## config.mk

```make
export PLATFORM = sky130hd
export DESIGN_NAME = spi_byte_sequencer
export DESIGN_NICKNAME = d
export VERILOG_FILES = /design/src/rtl/spi_byte_sequencer.sv
export SDC_FILE = /design/constraint.sdc
export NUM_CORES = 1
export LEC_CHECK = 0
export ABC_AREA = 0
export CAP_MARGIN = 20
export CORE_AREA = 2 2 133 109
export CTS_CLUSTER_SIZE = 28
export DETAILED_ROUTE_END_ITERATION = 12
export DIE_AREA = 0 0 135 111
export PLACE_DENSITY = 0.7
export SYNTH_ARGS = -nofsm -noshare
export SYNTH_HDL_FRONTEND = slang
export SYNTH_SLANG_ARGS = --single-unit
```

## constraint.sdc

```tcl
create_clock -name sysClk_i -period 2.9 [get_ports sysClk_i]
set_clock_uncertainty 0.1 [all_clocks]
set_input_delay 0.29 -clock sysClk_i [delete_from_list [all_inputs] [get_ports sysClk_i]]
set_output_delay 0.29 -clock sysClk_i [all_outputs]
set_load 0.02 [all_outputs]
```

## src/rtl/spi_byte_sequencer.sv

```systemverilog
// spi_byte_sequencer: frames chip-select around a burst of byte transfers, fed from a TX FIFO and collecting into an RX FIFO
module spi_byte_sequencer #(
  parameter int         TX_DEPTH  = 8,
  parameter int         RX_DEPTH  = 8,
  parameter int         CS_SETUP  = 2,
  parameter logic [7:0] FILL_BYTE = 8'h00,
  parameter int         TIMEOUT   = 255
) (
  input  logic       sysClk_i,
  input  logic       reset_i,
  input  logic       tx_wr_i,
  input  logic [7:0] tx_data_i,
  output logic       tx_full_o,
  input  logic       rx_rd_i,
  output logic [7:0] rx_data_o,
  output logic       rx_empty_o,
  input  logic       start_i,
  input  logic [3:0] len_i,
  output logic       busy_o,
  output logic       done_o,
  output logic       error_o,
  output logic       cs_n_o,
  output logic       spi_wr_n_o,
  output logic [7:0] spi_byte_o,
  input  logic [7:0] spi_byte_i,
  input  logic       spi_complete_i
);
  localparam int TAW = $clog2(TX_DEPTH);
  localparam int RAW = $clog2(RX_DEPTH);
  localparam int CW  = $clog2(CS_SETUP + 1);
  localparam int TW  = $clog2(TIMEOUT + 1);

  typedef enum logic [2:0] {S_IDLE, S_SETUP, S_LOAD, S_WAIT, S_HOLD, S_DONE} state_t;

  state_t         r_state, w_next;
  logic [7:0]     r_tx_mem [TX_DEPTH];
  logic [7:0]     r_rx_mem [RX_DEPTH];
  logic [TAW:0]   r_tx_wp, r_tx_rp;
  logic [RAW:0]   r_rx_wp, r_rx_rp;
  logic [3:0]     r_rem;
  logic [CW-1:0]  r_cnt;
  logic [TW-1:0]  r_to;
  logic           r_err;

  logic w_tx_empty, w_tx_full, w_rx_empty, w_rx_full;
  logic w_start, w_tx_push, w_tx_pop, w_cpl, w_rx_push, w_rx_pop;
  logic w_cnt_end, w_to_end, w_timeout;

  assign w_tx_empty = r_tx_wp == r_tx_rp;
  assign w_tx_full  = (r_tx_wp[TAW] != r_tx_rp[TAW]) && (r_tx_wp[TAW-1:0] == r_tx_rp[TAW-1:0]);
  assign w_rx_empty = r_rx_wp == r_rx_rp;
  assign w_rx_full  = (r_rx_wp[RAW] != r_rx_rp[RAW]) && (r_rx_wp[RAW-1:0] == r_rx_rp[RAW-1:0]);
  assign w_start    = (r_state == S_IDLE) && start_i && (len_i != 4'd0);
  assign w_tx_push  = tx_wr_i && !w_tx_full;
  assign w_tx_pop   = (r_state == S_LOAD) && !w_tx_empty;
  assign w_cpl      = (r_state == S_WAIT) && spi_complete_i;
  assign w_rx_push  = w_cpl && !w_rx_full;
  assign w_rx_pop   = rx_rd_i && !w_rx_empty;
  assign w_cnt_end  = r_cnt == CW'(CS_SETUP - 1);
  assign w_to_end   = r_to == TW'(TIMEOUT - 1);
  assign w_timeout  = (r_state == S_WAIT) && !spi_complete_i && w_to_end;

  assign tx_full_o  = w_tx_full;
  assign rx_empty_o = w_rx_empty;
  assign rx_data_o  = w_rx_empty ? 8'h00 : r_rx_mem[r_rx_rp[RAW-1:0]];
  assign busy_o     = r_state != S_IDLE;
  assign done_o     = r_state == S_DONE;
  assign error_o    = r_err;
  assign cs_n_o     = (r_state == S_IDLE) || (r_state == S_DONE);
  assign spi_wr_n_o = r_state != S_LOAD;
  assign spi_byte_o = (r_state != S_LOAD) ? 8'h00 : w_tx_empty ? FILL_BYTE : r_tx_mem[r_tx_rp[TAW-1:0]];

  // next-state selection; a completion on the last timeout cycle still counts as a completion
  always_comb begin
    w_next = r_state;
    case (r_state)
      S_IDLE:  w_next = w_start ? S_SETUP : S_IDLE;
      S_SETUP: w_next = w_cnt_end ? S_LOAD : S_SETUP;
      S_LOAD:  w_next = S_WAIT;
      S_WAIT:  w_next = spi_complete_i ? ((r_rem == 4'd1) ? S_HOLD : S_LOAD) : w_to_end ? S_HOLD : S_WAIT;
      S_HOLD:  w_next = w_cnt_end ? S_DONE : S_HOLD;
      S_DONE:  w_next = S_IDLE;
      default: w_next = S_IDLE;
    endcase
  end

  // state register
  always_ff @(posedge sysClk_i or posedge reset_i) begin
    if (reset_i) r_state <= S_IDLE;
    else         r_state <= w_next;
  end

  // byte counter, setup/hold timer, per-byte timeout and sticky error
  always_ff @(posedge sysClk_i or posedge reset_i) begin
    if (reset_i) begin
      r_rem <= 4'd0;
      r_cnt <= '0;
      r_to  <= '0;
      r_err <= 1'b0;
    end else begin
      r_rem <= w_start ? len_i : w_cpl ? r_rem - 4'd1 : r_rem;
      r_cnt <= ((r_state == S_SETUP || r_state == S_HOLD) && w_next == r_state) ? r_cnt + CW'(1) : '0;
      r_to  <= (r_state == S_WAIT && w_next == S_WAIT) ? r_to + TW'(1) : '0;
      r_err <= w_start ? 1'b0 : ((w_cpl && w_rx_full) || w_timeout) ? 1'b1 : r_err;
    end
  end

  // FIFO pointers carry one extra wrap bit to tell full from empty
  always_ff @(posedge sysClk_i or posedge reset_i) begin
    if (reset_i) begin
      r_tx_wp <= '0;
      r_tx_rp <= '0;
      r_rx_wp <= '0;
      r_rx_rp <= '0;
    end else begin
      r_tx_wp <= r_tx_wp + (TAW+1)'(w_tx_push);
      r_tx_rp <= r_tx_rp + (TAW+1)'(w_tx_pop);
      r_rx_wp <= r_rx_wp + (RAW+1)'(w_rx_push);
      r_rx_rp <= r_rx_rp + (RAW+1)'(w_rx_pop);
    end
  end

  // FIFO storage needs no reset; empty flags gate every read
  always_ff @(posedge sysClk_i) begin
    if (w_tx_push) r_tx_mem[r_tx_wp[TAW-1:0]] <= tx_data_i;
    if (w_rx_push) r_rx_mem[r_rx_wp[RAW-1:0]] <= spi_byte_i;
  end
endmodule

```

==> impl_metrics.env <==
export IMPL_run_status="finished clean"
export IMPL_syn_to_final_growth_pct=20.3
export IMPL_initial_core_util_pct=49.2
export IMPL_worstPathArrival_ns=2.37
export IMPL_numCtsBuffers=17
export IMPL_root_buffer="clkbuf_16"
export IMPL_synthTopCellsByArea="edfxtp_1, dfrtp_1, mux4_2"
export IMPL_vias_per_cell=5.33
export IMPL_total_power_mw=8.10
export IMPL_peakVddDrop_uv=451
export IMPL_tns_ns=0
export IMPL_hold_slack_ns=0.177
export IMPL_die_h_um=111
export IMPL_grt_max_degree=35
export IMPL_clkSlewWorstSetupHoldPaths_ns=0.06
export IMPL_io_buffers=48
export IMPL_cp_buffers_inverters=2
export IMPL_crit_path_end_kind="output port"
export IMPL_drc=0
export IMPL_critPathLaunchType="flop"
export IMPL_synth_flop_cell="edfxtp_1"
export IMPL_timing_slew_headroom_pct=71.3
export IMPL_final_area_um2=8210
export IMPL_synth_edf_count=128
export IMPL_setup_viol=0
export IMPL_mappedNetlistArea_um2=6820
export IMPL_clock_sinks=162
export IMPL_vias=3522
export IMPL_fp_dieArea_um2=15000
export IMPL_routabilityCongestion=0.767
export IMPL_synth_seq_area_share_pct=68.8
export IMPL_required_ns=2.51
export IMPL_finalMaxSlewViolations=0
export IMPL_syn_inst=387
export IMPL_drt_wl_total_mm=11.9
export IMPL_core_region_area_um2=13900
export IMPL_cap_violations=0
export IMPL_path_cells="buf_6 -> mux4_1 -> mux2i_1 -> nor2_1 -> clkdlybuf4s50_1"
export IMPL_cts_setup_buffers=0
export IMPL_rsz0062_at_grt="no"
export IMPL_drt_pass1_iterations=5
export IMPL_synth_top_area_cell="edfxtp_1"
export IMPL_p_leak_nw=2.99
export IMPL_cts_buffer_depth=2
export IMPL_synth_distinct_cells=45
export IMPL_dp_hpwl_mm=7.54
export IMPL_fmax_mhz=362
export IMPL_cp_max_fo=17
export IMPL_rows=39
export IMPL_avgRoutedWirePerCell_um=18.1
export IMPL_yosys_cell_count_top_type="edfxtp_1"
export IMPL_crit_slowest_cell="mux4_1"
export IMPL_place_inst=629
export IMPL_syn_avg_cell_area_um2=17.6
export IMPL_yosys_top_cells_count="edfxtp_1, nor2_1, dfrtp_1, mux4_2, mux2i_1"
export IMPL_antenna_found_initial=0
export IMPL_drt_iter0_markers=266
export IMPL_async_reset_ff_share_pct=21.0
export IMPL_fin_cells=661
export IMPL_ant_nets=0
export IMPL_fin_util_pct=59.2
export IMPL_pre_cts_slack_ns=0.414
export IMPL_placed_cell_area_um2=7600
export IMPL_yosysWarnings=0
export IMPL_synth_top_area_share_pct=56.3
export IMPL_chipWidth_um=135
export IMPL_track_usage_pct=17.6
export IMPL_clock_latency_ns=0.42
export IMPL_nets=503
export IMPL_ys_ff_latch=162
export IMPL_gr_total_overflow=0
export IMPL_hold_viol=0
export IMPL_synthesis_nets=426
export IMPL_fin_crit_ns=2.76
export IMPL_p_per_area_nw_per_um2=987
export IMPL_tightest_slew_ns=0.430
export IMPL_final_layout_size_suffix_gt1_share_pct=18.0
export IMPL_grt_pass1_vias=3607
export IMPL_crit_path_max_incr_delay_ns=0.57
export IMPL_crit_family="buffers and inverters"
export IMPL_post_route_period_util_pct=95.2
export IMPL_hold_class="in2async"
export IMPL_grt_pass1_wl_mm=19.5
export IMPL_crit_type="reg2out"
export IMPL_r2r_setup_slack_ns=0.77
export IMPL_cts_tree="done"
export IMPL_ios=49
export IMPL_setup_slack_ns=0.139
export IMPL_n_antenna_cell=0
export IMPL_htree_num_levels=4
==> logic make-up (layout without fill, tap and decap cells) <==
family,after synthesis,after routing,share of synthesized area (%)
AOI/OAI and AO/OA,19,19,2.31
and+or+nand+nor,99,99,7.65
xor gates and xnor gates,23,23,2.95
buffers and inverters,23,113,2.31
DFF,162,162,68.8
adders and majority gates,13,13,2.38
muxes,48,48,13.6
==> worst min-delay path: stages <==
cell and delay (ns):
clkdlybuf4s50_1 0.40, inv_1 0.05, buf_4 0.38
==> cell usage in the layout, fill, tap and decap left out, drive strengths merged, types with 2 or more instances in the layout <==
cell type	Yosys	final
nor2b	4	4
nor3b	2	2
or3	2	2
nand2	13	13
ha	13	13
clkbuf	0	23
bufinv	0	3
buf	14	24
a21oi	2	2
nor2	46	46
a221o	2	2
clkdlybuf4s50	0	47
inv	9	9
clkinv	0	5
nand3	10	10
dfrtp	34	34
xnor2	12	12
o21ai	5	5
nor3	6	6
xor2	11	11
a41oi	4	4
mux2i	16	16
edfxtp	128	128
nand2b	8	8
mux4	32	32
==> layer usage <==
metal	GRT usage (%)	vias up	share of wire [%]	wire length [um]
met2	26.7	70	47	5580
li1	-	1644	-	-
met5	0	-	0	0
met3	4.21	10	3.5	417
met1	25.3	1798	49	5810
met4	5.97	0	1.0	123
==> flip-flops by register name (all words and copies together), names as in the netlist <==
signal,count
r_tx_mem,64
r_to,8
r_state,3
r_tx_wp,4
r_rx_rp,4
r_cnt,2
error_o,1
r_rem,4
r_rx_wp,4
r_rx_mem,64
r_tx_rp,4
==> repair_timing <==
item | 4_1_cts | 5_1_grt
setup endpoints to repair | 1 | 7
hold buffers | 0 | 0
resized for setup | 1 | 4
==> final timing paths <==
kind	start	endpoint	cells after the start
worst max-delay path	r_tx_rp[0]$_DFF_PP0_	spi_byte_o[2]	5
worst min-delay path	reset_i	r_tx_rp[2]$_DFF_PP0_	3
worst max register to register	r_rx_rp[0]$_DFF_PP0_	r_rx_rp[2]$_DFF_PP0_	9
worst min register to register	r_cnt[0]$_DFF_PP0_	r_cnt[0]$_DFF_PP0_	1
max in group asynchronous	reset_i	r_state[1]$_DFF_PP0_	3
min in group sysClk_i	r_cnt[0]$_DFF_PP0_	r_cnt[0]$_DFF_PP0_	1
==> cell type report <==
type / count / area (um^2)
multi-input cells: 202 / 1980
clock buffers: 23 / 458
well taps: 184 / 230
fillers: 1035 / 5650
flip-flops and latches: 162 / 4700
inverters: 9 / 33.8
repair buffers: 72 / 676
clock inverters: 9 / 134
==> power breakdown <==
part	internal, mW	total [mW]	switching (mW)
logic	1.33	2.73	1.39
clock network	1.38	2.22	0.840
registers	2.88	3.15	0.272
Note: power is estimated with default switching activity, not from simulation.
